<file path="src/rtl/gate_sweep_ctrl_pkg.sv">
// rtl/gate_sweep_ctrl_pkg.sv - shared state encodings and truth-table constants for the gate sweeper
package gate_sweep_ctrl_pkg;

   typedef enum logic [1:0] {
      ST_IDLE   = 2'd0,
      ST_SETTLE = 2'd1,
      ST_SAMPLE = 2'd2,
      ST_DONE   = 2'd3
   } state_t;

   // Two-input truth tables; bit k is the expected output for input vector k.
   localparam logic [3:0] TT_AND2  = 4'b1000;
   localparam logic [3:0] TT_OR2   = 4'b1110;
   localparam logic [3:0] TT_XOR2  = 4'b0110;
   localparam logic [3:0] TT_NAND2 = 4'b0111;

   function automatic int timer_width(input int settle_cycles);
      return $clog2(settle_cycles) + 1;
   endfunction

endpackage

</file>
<file path="src/rtl/gate_sweep_ctrl_settle_timer.sv">
// rtl/gate_sweep_ctrl_settle_timer.sv - loadable down-counter with zero flag for per-vector settling
module settle_timer #(
   parameter int W = 2
) (
   input  logic         clk,
   input  logic         rst,
   input  logic         i_load,
   input  logic [W-1:0] i_load_val,
   input  logic         i_dec,
   output logic         o_zero
);

   logic [W-1:0] r_count;

   always_ff @(posedge clk) begin
      if (rst) begin
         r_count <= '0;
      end else if (i_load) begin
         r_count <= i_load_val;
      end else if (i_dec && (r_count != '0)) begin
         r_count <= r_count - W'(1);
      end
   end

   assign o_zero = (r_count == '0);

endmodule

</file>
<file path="src/rtl/gate_sweep_ctrl.sv">
// rtl/gate_sweep_ctrl.sv - exhaustive input sweeper and truth-table checker for a small combinational gate
module gate_sweep_ctrl
   import gate_sweep_ctrl_pkg::*;
#(
   parameter int                    N_IN          = 2,
   parameter int                    SETTLE_CYCLES = 2,
   parameter logic [2**N_IN-1:0]    TRUTH         = 4'b1000
) (
   input  logic            clk,
   input  logic            rst,
   input  logic            start,
   output logic [N_IN-1:0] in_vec,
   input  logic            gate_out,
   output logic            busy,
   output logic            done,
   output logic            pass,
   output logic [N_IN:0]   err_cnt,
   output logic            fail_valid,
   output logic [N_IN-1:0] fail_vec
);

   localparam int              TW          = timer_width(SETTLE_CYCLES);
   localparam logic [TW-1:0]   SETTLE_LOAD = TW'(SETTLE_CYCLES - 1);
   localparam logic [N_IN-1:0] LAST_VEC    = '1;

   state_t          r_state;
   logic [N_IN-1:0] r_in_vec;
   logic            r_busy;
   logic            r_done;
   logic            r_pass;
   logic [N_IN:0]   r_err_cnt;
   logic            r_fail_valid;
   logic [N_IN-1:0] r_fail_vec;

   logic            w_mismatch;
   logic            w_last;
   logic [N_IN:0]   w_err_next;
   logic            w_tmr_load;
   logic            w_tmr_dec;
   logic            w_tmr_zero;

   assign w_mismatch = (gate_out != TRUTH[r_in_vec]);
   assign w_last     = (r_in_vec == LAST_VEC);
   assign w_err_next = r_err_cnt + (N_IN+1)'(w_mismatch);

   // The timer is reloaded whenever a fresh vector starts settling.
   assign w_tmr_load = ((r_state == ST_IDLE) && start) ||
                       ((r_state == ST_SAMPLE) && !w_last);
   assign w_tmr_dec  = (r_state == ST_SETTLE);

   settle_timer #(
      .W (TW)
   ) u_settle_timer (
      .clk        (clk),
      .rst        (rst),
      .i_load     (w_tmr_load),
      .i_load_val (SETTLE_LOAD),
      .i_dec      (w_tmr_dec),
      .o_zero     (w_tmr_zero)
   );

   always_ff @(posedge clk) begin
      if (rst) begin
         r_state      <= ST_IDLE;
         r_in_vec     <= '0;
         r_busy       <= 1'b0;
         r_done       <= 1'b0;
         r_pass       <= 1'b0;
         r_err_cnt    <= '0;
         r_fail_valid <= 1'b0;
         r_fail_vec   <= '0;
      end else begin
         r_done <= 1'b0;
         case (r_state)
            ST_IDLE: begin
               if (start) begin
                  r_state      <= ST_SETTLE;
                  r_in_vec     <= '0;
                  r_busy       <= 1'b1;
                  r_pass       <= 1'b0;
                  r_err_cnt    <= '0;
                  r_fail_valid <= 1'b0;
               end
            end
            ST_SETTLE: begin
               if (w_tmr_zero) begin
                  r_state <= ST_SAMPLE;
               end
            end
            ST_SAMPLE: begin
               r_err_cnt <= w_err_next;
               if (w_mismatch && !r_fail_valid) begin
                  r_fail_valid <= 1'b1;
                  r_fail_vec   <= r_in_vec;
               end
               // pass must reflect this final sample, hence w_err_next.
               if (w_last) begin
                  r_state <= ST_DONE;
                  r_done  <= 1'b1;
                  r_busy  <= 1'b0;
                  r_pass  <= (w_err_next == '0);
               end else begin
                  r_state  <= ST_SETTLE;
                  r_in_vec <= r_in_vec + N_IN'(1);
               end
            end
            ST_DONE: begin
               r_state <= ST_IDLE;
            end
            default: begin
               r_state <= ST_IDLE;
            end
         endcase
      end
   end

   assign in_vec     = r_in_vec;
   assign busy       = r_busy;
   assign done       = r_done;
   assign pass       = r_pass;
   assign err_cnt    = r_err_cnt;
   assign fail_valid = r_fail_valid;
   assign fail_vec   = r_fail_vec;

endmodule

</file>
<file path="config.mk">
export PLATFORM = sky130hd
export DESIGN_NAME = gate_sweep_ctrl
export DESIGN_NICKNAME = d
export VERILOG_FILES = /design/src/rtl/gate_sweep_ctrl_pkg.sv /design/src/rtl/gate_sweep_ctrl_settle_timer.sv /design/src/rtl/gate_sweep_ctrl.sv
export SDC_FILE = /design/constraint.sdc
export NUM_CORES = 1
export LEC_CHECK = 0
export CORE_MARGIN = 2
export CORE_UTILIZATION = 44
export DETAILED_ROUTE_END_ITERATION = 7
export GPL_ROUTABILITY_DRIVEN = 0
export PLACE_DENSITY = 0.81
export SLEW_MARGIN = 20
export SYNTH_ARGS = -nofsm -noshare
export SYNTH_HDL_FRONTEND = slang
export SYNTH_HIERARCHICAL = 1
export SYNTH_SLANG_ARGS = --single-unit
</file>
<file path="constraint.sdc">
create_clock -name clk -period 1.65 [get_ports clk]
set_clock_uncertainty 0.1 [all_clocks]
set_input_delay 0.495 -clock clk [delete_from_list [all_inputs] [get_ports clk]]
set_output_delay 0.495 -clock clk [all_outputs]
set_load 0.01 [all_outputs]
</file>
==> run summary <==
Layout area overhead: 35.7%
Status: finished clean
DRC: 0
Post-Place Cells: 134
Top post-synthesis cells by count: dfxtp_1 (15), a21oi_1 (10), nand2b_1 (8), inv_1 (7), nand2_1 (7)
Skew-Pair Late Insertion Delay: 0.28 ns
Critical path arrival: 1.73 ns
Antenna cells: 0
Buf/Inv on CP: 0
Rows: 15
Die Y: 46.3 um
Fillcell total: 147
# clock sinks: 15
Core footprint: 1710 sq um
Nets: 123
Final hold slack: 0.375 ns
FF-to-FF setup slack: 0.02 ns
DR vias: 678
Hpwl dp: 1160 um
Max Slew Vio Count: 0
Endpoints failing setup: 0
Share of the synthesized area in the top cell type: 0.381
Minimum clock period: 1.63 ns
Pre-CTS WS: -0.424 ns
Top-count cell post-synth: dfxtp_1
Worst-path cell chain: ha_4 -> xor2_2 -> ha_2 -> ha_4 -> nor2_1 -> nand3_1 -> o32ai_2
Pre-antenna DRT Iters: 4
Syn avg cell area: 8.76 sq um
Initial DRC Count: 4
CP most frequent cell: ha_4
Top cells by area, synth: dfxtp_1 (38%), a21oi_1 (6.3%), ha_1 (6.3%), nand2b_1 (6.3%), inv_1 (3.3%)
EDFF count, synth: 0
CP required: 1.75 ns
Critical path's largest stage delay: 0.37 ns
IO Port Bufs: 14
Syn_nets: 98
Leak: 0.450 nW
Family with the most delay on the worst path: adder cells
RSZ-0062 raised after global routing: true
Num CTS Buffers: 3
H-tree Lvls: 1
Routed WL: 1490 um
Mapped Cells: 90
Cell variety after synth: 34
Clock Tree Root: clkbuf_4
Slowest-stage cell, CP: dfxtp_4
Starting Density: 0.462
Cell Area, Synth: 788 sq um
Ys flop type: dfxtp_1
CTS clk-pin slew, worst paths: 0.09 ns
CTS tree: yes
Die width: 46.3 um
Final setup margin: 0.0222 ns
Die ar.: 2150 sq um
Pwr Density: 697 nW/um^2
Worst ir drop on vdd: 0.496 mV
Critical path class: flop to flop
CTS hold repair buffers: 0
Largest net degree at the start of global routing: 12
Vias in the first global route: 629
Sequential area share after synthesis: 0.381
Max frequency: 0.614 GHz
HP Class: flop to flop
Clock tree buffer depth: 2
Share of cells above drive strength 1: 0.237
IO Pins: 15
Yosys warns: 6
Tcrit/Tclk final: 0.987
Max Cap Viol: 0
Fin cells: 139
Routed WL per cell: 10.7 um
Placed Area: 1020 sq um
Vias per cell: 4.88
Final Hold Viols: 0
Total Power: 0.746 mW
Type of origin of the critical path: flop
Yosys top cell by area: dfxtp_1
Final setup TNS: 0 ns
Antenna Nets Post-Route: 0
Initial antenna violation count: 0
Critical Path Fanout Max: 5
FF+latch count, synth: 15
Post-layout util: 0.626
CP Capture Type: flop
GRT Total Usage: 0.173
Post-synth ARST share: 0
Post-route cell area: 1070 sq um
Gr ovfl total: 0
Wire length of the first global-routing pass: 2610 um
## final timing paths
check / from / endpoint / cells past startpoint
hold reg to reg: fail_vec[0] / fail_vec[0] / 2
setup reg to reg: in_vec[1] / pass / 7
hold / removal: fail_vec[0] / fail_vec[0] / 2
setup / recovery: in_vec[1] / pass / 7
## routing by layer
layer / part of all wire / vias to the layer above / track usage
li1: - / 353 / -
met1: 0.46 / 302 / 0.221
met2: 0.47 / 19 / 0.275
met3: 0.046 / 4 / 0.0235
met4: 0.021 / 0 / 0.103
met5: 0 / - / 0
## kinds of logic after synthesis
family,Yosys count,synth area share
AO/OA/AOI/OAI,21,0.167
XOR/XNOR,2,0.0318
adder cells (fa/ha/maj),4,0.0635
buffers and inverters,11,0.0683
flip-flops,15,0.381
multiplexers,2,0.0254
other,2,0.00953
AND/OR/NAND/NOR,33,0.254
## layout by cell type, fill, tap and decap left out, types with 2 or more instances in the layout
| cell | instances |
|---|---|
| nand3_1 | 3 |
| dfxtp_4 | 2 |
| clkbuf_4 | 3 |
| conb_1 | 2 |
| a22oi_1 | 2 |
| buf_4 | 10 |
| a21oi_1 | 10 |
| mux2i_1 | 2 |
| ha_4 | 2 |
| a31oi_1 | 2 |
| dlygate4sd2_1 | 12 |
| dfxtp_1 | 12 |
| nand2b_1 | 8 |
| clkdlybuf4s50_1 | 2 |
| nor2_1 | 4 |
| nand2_1 | 7 |
| inv_1 | 7 |
## worst reg2reg max path: stages (launching register included)
cell and delay, ns:
dfxtp_4 0.37, ha_4 0.17, xor2_2 0.17, ha_2 0.20, ha_4 0.21, nor2_1 0.11
nand3_1 0.11, o32ai_2 0.09
## power by group
| group | internal (mW) | leakage (nW) | switching [mW] |
|---|---|---|---|
| registers | 0.375 | 0.124 | 0.0186 |
| logic | 0.0750 | 0.311 | 0.0665 |
| clock network | 0.0939 | 0.0150 | 0.117 |
## state kept, by name, indices dropped and copies added (netlist names)
signal / cells
err_cnt: 3
fail_vec: 2
in_vec: 2
r_state: 2
u_settle_timer/r_count: 2
busy: 1
done: 1
fail_valid: 1
pass: 1
## cell type report
| type | instances | area, sq um | share of cell area |
|---|---|---|---|
| clock buffers | 4 | 26.3 | 0.0246 |
| multi-input cells | 64 | 477 | 0.446 |
| flip-flops and latches | 15 | 309 | 0.289 |
| inverters | 7 | 26.3 | 0.0246 |
| well taps | 25 | 31.3 | 0.0292 |
| repair buffers | 24 | 200 | 0.187 |
## what timing repair did
action,in CTS,in global routing
buffers inserted,0,1
endpoints found under the setup margin,14,2
resized for setup,14,3
gates cloned,0,0
pin swaps,2,0
Power figures use the tool's default switching activity.
